`config.mk`:
```
export PLATFORM = sky130hd
export DESIGN_NAME = matrix_multiplier_fxp
export DESIGN_NICKNAME = d
export VERILOG_FILES = /design/src/rtl/mm_pkg.sv /design/src/rtl/mm_mac_sat.sv /design/src/rtl/matrix_multiplier_fxp.sv
export SDC_FILE = /design/constraint.sdc
export NUM_CORES = 2
export LEC_CHECK = 0
export ABC_CLOCK_PERIOD_IN_PS = 17820
export CAP_MARGIN = 20
export CORE_AREA = 4 4 547 332
export CTS_CLUSTER_DIAMETER = 60
export DETAILED_ROUTE_END_ITERATION = 8
export DIE_AREA = 0 0 551 336
export GPL_TIMING_DRIVEN = 0
export SLEW_MARGIN = 20
export SYNTH_ARGS = -nofsm -noshare
export SYNTH_HDL_FRONTEND = slang
export SYNTH_SLANG_ARGS = --single-unit
```
`constraint.sdc`:
```
create_clock -name clk -period 17.82 [get_ports clk]
set_clock_uncertainty 0.2 [all_clocks]
set_input_delay 3.564 -clock clk [delete_from_list [all_inputs] [get_ports clk]]
set_output_delay 3.564 -clock clk [all_outputs]
set_load 0.005 [all_outputs]
```
`src/rtl/mm_pkg.sv`:
```
// Shared types and helpers for the fixed-point GEMM engine.
// Holds FSM encoding, accumulator sizing and saturation limits.
package mm_pkg;

  typedef enum logic [2:0] {
    IDLE,
    FETCH,
    DRAIN,
    WRITE,
    DONE
  } state_e;

  // Wide enough that K products of 2*dw bits plus a preload never wrap
  function automatic int acc_width(input int dw, input int k);
    return 2 * dw + $clog2(k) + 1;
  endfunction

  function automatic longint sat_max(input int dw);
    return (longint'(1) << (dw - 1)) - 1;
  endfunction

  function automatic longint sat_min(input int dw);
    return -(longint'(1) << (dw - 1));
  endfunction

endpackage

```
`src/rtl/mm_mac_sat.sv`:
```
// Signed MAC with load/accumulate, Q-format rescale and saturation.
// Result and saturation flag are combinational from the accumulator.
module mm_mac_sat
  import mm_pkg::*;
#(
  parameter int DW   = 32,
  parameter int FRAC = 16,
  parameter int K    = 5
) (
  input  logic          clk,
  input  logic          rst,
  input  logic          en_i,
  input  logic          first_i,
  input  logic          acc_mode_i,
  input  logic [DW-1:0] x_i,
  input  logic [DW-1:0] y_i,
  input  logic [DW-1:0] z_i,
  output logic [DW-1:0] result_o,
  output logic          sat_o
);

  localparam int AW = acc_width(DW, K);
  localparam logic signed [AW-1:0] SMAX = AW'(sat_max(DW));
  localparam logic signed [AW-1:0] SMIN = AW'(sat_min(DW));

  logic signed [2*DW-1:0] prod;
  logic signed [AW-1:0]   prod_w;
  logic signed [AW-1:0]   init_w;
  logic signed [AW-1:0]   acc_q;
  logic signed [AW-1:0]   acc_d;
  logic signed [AW-1:0]   shifted;
  logic                   hi;
  logic                   lo;

  assign prod   = $signed(x_i) * $signed(y_i);
  assign prod_w = AW'(prod);
  assign init_w = acc_mode_i ? (AW'($signed(z_i)) <<< FRAC) : '0;

  // First MAC of an element reloads, later ones accumulate
  always_comb begin
    acc_d = acc_q;
    if (en_i) begin
      acc_d = (first_i ? init_w : acc_q) + prod_w;
    end
  end

  // Accumulator register
  always_ff @(posedge clk or negedge rst) begin
    if (!rst) acc_q <= '0;
    else      acc_q <= acc_d;
  end

  assign shifted = acc_q >>> FRAC;
  assign hi      = shifted > SMAX;
  assign lo      = shifted < SMIN;
  assign sat_o   = hi | lo;

  // Clamp to the signed element range
  always_comb begin
    result_o = shifted[DW-1:0];
    if (hi) result_o = SMAX[DW-1:0];
    if (lo) result_o = SMIN[DW-1:0];
  end

endmodule

```
`src/rtl/matrix_multiplier_fxp.sv`:
```
// Fixed-point GEMM sequencer: Z = X*Y (+Z) over external sync RAMs.
// Holds the FSM, index counters and address generation.
module matrix_multiplier_fxp
  import mm_pkg::*;
#(
  parameter int ADDR_WIDTH    = 32,
  parameter int DATA_WIDTH    = 32,
  parameter int FRAC_BITS     = 16,
  parameter int X_ROWS        = 5,
  parameter int X_COLS_Y_ROWS = 5,
  parameter int Y_COLS        = 5
) (
  input  logic                  clk,
  input  logic                  rst,
  input  logic                  start,
  input  logic                  accumulate,
  output logic                  busy,
  output logic                  done,
  output logic                  overflow,
  output logic [ADDR_WIDTH-1:0] x_addr,
  input  logic [DATA_WIDTH-1:0] x_data,
  output logic [ADDR_WIDTH-1:0] y_addr,
  input  logic [DATA_WIDTH-1:0] y_data,
  output logic [ADDR_WIDTH-1:0] z_addr,
  output logic                  z_ren,
  input  logic [DATA_WIDTH-1:0] z_rdata,
  output logic [DATA_WIDTH-1:0] z_wdata,
  output logic                  z_wen
);

  localparam logic [ADDR_WIDTH-1:0] M1 = ADDR_WIDTH'(X_ROWS - 1);
  localparam logic [ADDR_WIDTH-1:0] K1 = ADDR_WIDTH'(X_COLS_Y_ROWS - 1);
  localparam logic [ADDR_WIDTH-1:0] N1 = ADDR_WIDTH'(Y_COLS - 1);
  localparam logic [ADDR_WIDTH-1:0] KA = ADDR_WIDTH'(X_COLS_Y_ROWS);
  localparam logic [ADDR_WIDTH-1:0] NA = ADDR_WIDTH'(Y_COLS);

  state_e                  state_q, state_d;
  logic [ADDR_WIDTH-1:0]   i_q, i_d;
  logic [ADDR_WIDTH-1:0]   j_q, j_d;
  logic [ADDR_WIDTH-1:0]   k_q, k_d;
  logic                    mode_q, mode_d;
  logic                    ovf_q, ovf_d;
  logic                    mac_en_q;
  logic                    mac_first_q;
  logic [ADDR_WIDTH-1:0]   x_addr_q;
  logic [ADDR_WIDTH-1:0]   y_addr_q;
  logic [ADDR_WIDTH-1:0]   z_addr_q;
  logic [ADDR_WIDTH-1:0]   z_cur;
  logic [DATA_WIDTH-1:0]   result;
  logic                    sat;

  assign z_cur    = i_q * NA + j_q;
  assign overflow = ovf_q;

  // Next state, counters and strobes; addresses hold outside use
  always_comb begin
    state_d = state_q;
    i_d     = i_q;
    j_d     = j_q;
    k_d     = k_q;
    mode_d  = mode_q;
    ovf_d   = ovf_q;
    busy    = 1'b0;
    done    = 1'b0;
    z_ren   = 1'b0;
    z_wen   = 1'b0;
    z_wdata = '0;
    x_addr  = x_addr_q;
    y_addr  = y_addr_q;
    z_addr  = z_addr_q;
    unique case (state_q)
      IDLE: begin
        if (start) begin
          mode_d  = accumulate;
          ovf_d   = 1'b0;
          i_d     = '0;
          j_d     = '0;
          k_d     = '0;
          state_d = FETCH;
        end
      end
      FETCH: begin
        busy   = 1'b1;
        x_addr = i_q * KA + k_q;
        y_addr = k_q * NA + j_q;
        if (k_q == '0 && mode_q) begin
          z_ren  = 1'b1;
          z_addr = z_cur;
        end
        if (k_q == K1) begin
          k_d     = '0;
          state_d = DRAIN;
        end else begin
          k_d = k_q + 1'b1;
        end
      end
      DRAIN: begin
        busy    = 1'b1;
        state_d = WRITE;
      end
      WRITE: begin
        busy    = 1'b1;
        z_wen   = 1'b1;
        z_addr  = z_cur;
        z_wdata = result;
        if (sat) ovf_d = 1'b1;
        state_d = FETCH;
        if (j_q == N1) begin
          j_d = '0;
          if (i_q == M1) begin
            i_d     = '0;
            state_d = DONE;
          end else begin
            i_d = i_q + 1'b1;
          end
        end else begin
          j_d = j_q + 1'b1;
        end
      end
      DONE: begin
        done    = 1'b1;
        state_d = IDLE;
      end
      default: state_d = IDLE;
    endcase
  end

  // State, indices and held addresses
  always_ff @(posedge clk or negedge rst) begin
    if (!rst) begin
      state_q     <= IDLE;
      i_q         <= '0;
      j_q         <= '0;
      k_q         <= '0;
      mode_q      <= 1'b0;
      ovf_q       <= 1'b0;
      mac_en_q    <= 1'b0;
      mac_first_q <= 1'b0;
      x_addr_q    <= '0;
      y_addr_q    <= '0;
      z_addr_q    <= '0;
    end else begin
      state_q     <= state_d;
      i_q         <= i_d;
      j_q         <= j_d;
      k_q         <= k_d;
      mode_q      <= mode_d;
      ovf_q       <= ovf_d;
      mac_en_q    <= (state_q == FETCH);
      mac_first_q <= (state_q == FETCH) && (k_q == '0);
      x_addr_q    <= x_addr;
      y_addr_q    <= y_addr;
      z_addr_q    <= z_addr;
    end
  end

  mm_mac_sat #(
    .DW   (DATA_WIDTH),
    .FRAC (FRAC_BITS),
    .K    (X_COLS_Y_ROWS)
  ) u_mac (
    .clk        (clk),
    .rst        (rst),
    .en_i       (mac_en_q),
    .first_i    (mac_first_q),
    .acc_mode_i (mode_q),
    .x_i        (x_data),
    .y_i        (y_data),
    .z_i        (z_rdata),
    .result_o   (result),
    .sat_o      (sat)
  );

endmodule

```
==> impl_metrics.toml <==
[min_path]
hp-class = "reg -> reg"

[global_route]
antenna_found_initial = 34
gr-total-overflow = 0
grt_max_degree = 93
grt_pass1_vias = 50300
grtUsageTotal_pct = 27.1
grt_pass1_wl_um = 362000

[cts]
clockBufferDepth = 3
postCtsSetupBuffers = 0
clock-sinks = 267
cts_resized = 0
cts_root_buf = "clkbuf_16"
tritoncts = "built"
clk_pin_slew_ns = 0.07
clock_latency_ns = 0.64
postCtsHoldBufs = 0
cts_buffers = 29
htree_levels = 1

[drt]
via_count = 50800
drc_errors = 0
finalWirelength_um = 251000
drtPass1Iterations = 8
drtIter0Drc = 5798
via_per_inst = 5.37
ant_nets = 0
wire_per_inst_um = 26.5

[finish]
multi_input_area_sq_um = 48300
fillers = 18000
syn2layout_area_growth_pct = 10.8
seqCellArea_sq_um = 6680
fin_nets = 8836
drive_above_1_share_pct = 3.20
stdcell_count = 9463

[timing]
finalSetupViolations = 0
rsz0062_at_grt = "no"
timing.fmax_ghz = 0.0649
worst_slew_pin_slew_ns = 1.35
final_max_slew_viol_count = 0
min_period_over_period_pct = 86.4
period_minus_slack_ns = 15.40
final.setup.tns_ns = 0
finalHoldViolCount = 0
timing.slew.headroom_pct = 9.91

[critical_path]
cp_common_cell = "fa_1"
arrival_ns = 15.77
path_class = "in -> reg"
crit_path_max_fanout = 32
startpoint_type = "input pin"
crit_slowest_cell = "fa_4"
slowest_delay_ns = 1.37
crit_required_ns = 18.18
endpoint_kind = "register"

[synth]
syn-num-nets = 8564
netlist_top_cells_area = "fa_1 (42%), dfrtp_1 (11%), inv_1 (8.7%)"
syn_area_sq_um = 61500
async_reset_ff_share_pct = 100
synth_common_cells = "inv_1 (1429), fa_1 (1284), nand2_1 (819)"
avgSynthCellArea_sq_um = 9.09
synth-main-ff-cell = "dfrtp_1"
ys_types = 92
yosysTopAreaCell = "fa_1"
synth_edf_count = 0
synth_top_area_share_pct = 41.8
synth-seq-cells = 267
yosysMostFrequentCell = "inv_1"
syn_inst = 6767
seq_area_frac_synth_pct = 10.9
yosysWarnings = 0

[placed_design]
port_buffers = 232
hpwl_um = 216000
dp_cells = 9386
routabilityCongestion = 1.02

[floorplanning]
die-height_um = 336
start_util_pct = 34.7
num_rows = 120
ios = 233
die_width_um = 551
dieArea_sq_um = 185000
core_area_sq_um = 177000

[status]
status = "finished, final reports clean"

[job]
drv_cap = 0
==> final cells by class <==
cell class	instances	share of cell area, %
Antenna cell	25	0.0918
Inverter	1432	7.89
Clock inverter	19	0.314
Tap cell	2379	4.37
Timing Repair Buffer	241	3.70
Clock buffer	32	1.10
Sequential cell	267	9.81
Buffer	311	1.87
Multi-Input combinational cell	4757	70.9
==> kinds of logic (layout without fill, tap and decap cells) <==
kind of cell             after synthesis  after routing  share of synthesized area, %
flip-flops                           267            267                          10.9
adder cells (fa/ha/maj)             1697           1697                          50.2
buffers and inverters               1743           2035                          10.7
XOR/XNOR                             168            168                          2.42
other                                  0             25                             0
AND/OR/NAND/NOR                     1898           1898                          15.2
AO/OA/AOI/OAI                        931            931                          9.41
multiplexers                          63             63                          1.15
==> flip-flops by register name, indices dropped and copies added (netlist names) <==
| name | cells |
|---|---|
| u_mac.acc_q | 68 |
| i_q | 32 |
| j_q | 32 |
| k_q | 32 |
| x_addr_q | 32 |
| y_addr_q | 32 |
| z_addr_q | 32 |
| state_q | 3 |
| mac_en_q | 1 |
| mac_first_q | 1 |
| mode_q | 1 |
| overflow | 1 |
==> final timing paths <==
check / cells past startpoint / slack [ns] / from / endpoint
max: 27 / 2.42 / y_data[3] / u_mac.acc_q[59]$_DFFE_PN0P_
min: 2 / 0.29 / z_addr_q[26]$_DFF_PN0_ / z_addr_q[26]$_DFF_PN0_
max reg2reg: 27 / 6.35 / mac_first_q$_DFF_PN0_ / u_mac.acc_q[59]$_DFFE_PN0P_
min reg2reg: 2 / 0.29 / z_addr_q[26]$_DFF_PN0_ / z_addr_q[26]$_DFF_PN0_
max in group asynchronous: 3 / 13.59 / rst / u_mac.acc_q[19]$_DFFE_PN0P_
min in group asynchronous: 1 / 2.63 / rst / j_q[3]$_DFFE_PN0P_
==> worst max-delay path, delay by kind of cell <==
family	cells	cell delay [ns]
muxes	1	0.25
and+or+nand+nor	1	0.27
xor gates and xnor gates	1	0.41
buffers and inverters	7	2.09
AOI/OAI and AO/OA	8	3.84
adders and majority gates	9	5.23
==> metal layers <==
| metal | wire [um] | GRT usage (%) | vias up |
|---|---|---|---|
| met2 | 91300 | 33.5 | 2835 |
| li1 | - | - | 21400 |
| met5 | 358 | 0.923 | - |
| met3 | 38100 | 12.9 | 277 |
| met1 | 117000 | 42.4 | 26300 |
| met4 | 4460 | 3.75 | 16 |
==> cell usage in the layout, fill, tap and decap left out, types with 64 or more instances in the layout <==
| cell type | count |
|---|---|
| clkbuf_1 | 248 |
| dfrtp_1 | 267 |
| xnor2_1 | 103 |
| xor2_1 | 64 |
| nand2_1 | 817 |
| inv_1 | 1429 |
| a21oi_1 | 222 |
| nand3_1 | 72 |
| fa_1 | 1282 |
| clkdlybuf4s50_1 | 231 |
| ha_1 | 413 |
| nor2_1 | 162 |
| o21ai_0 | 317 |
| and2_1 | 495 |
| a21o_1 | 83 |
==> metrics by stage <==
stage	utilization [%]	area, sq um	hold slack, ns	setup slack [ns]
floorplan	-	61500	0.255	5.56
global placement	37.7	66800	0.258	0.314
detailed placement	37.8	67000	0.259	2.44
CTS	38.4	68000	0.281	3.11
global route	38.4	68100	0.298	2.29
finish	38.4	68100	0.288	2.42
Power is not shown: default switching activity piles up to over one toggle a cycle in this logic, so the estimate is an artifact.
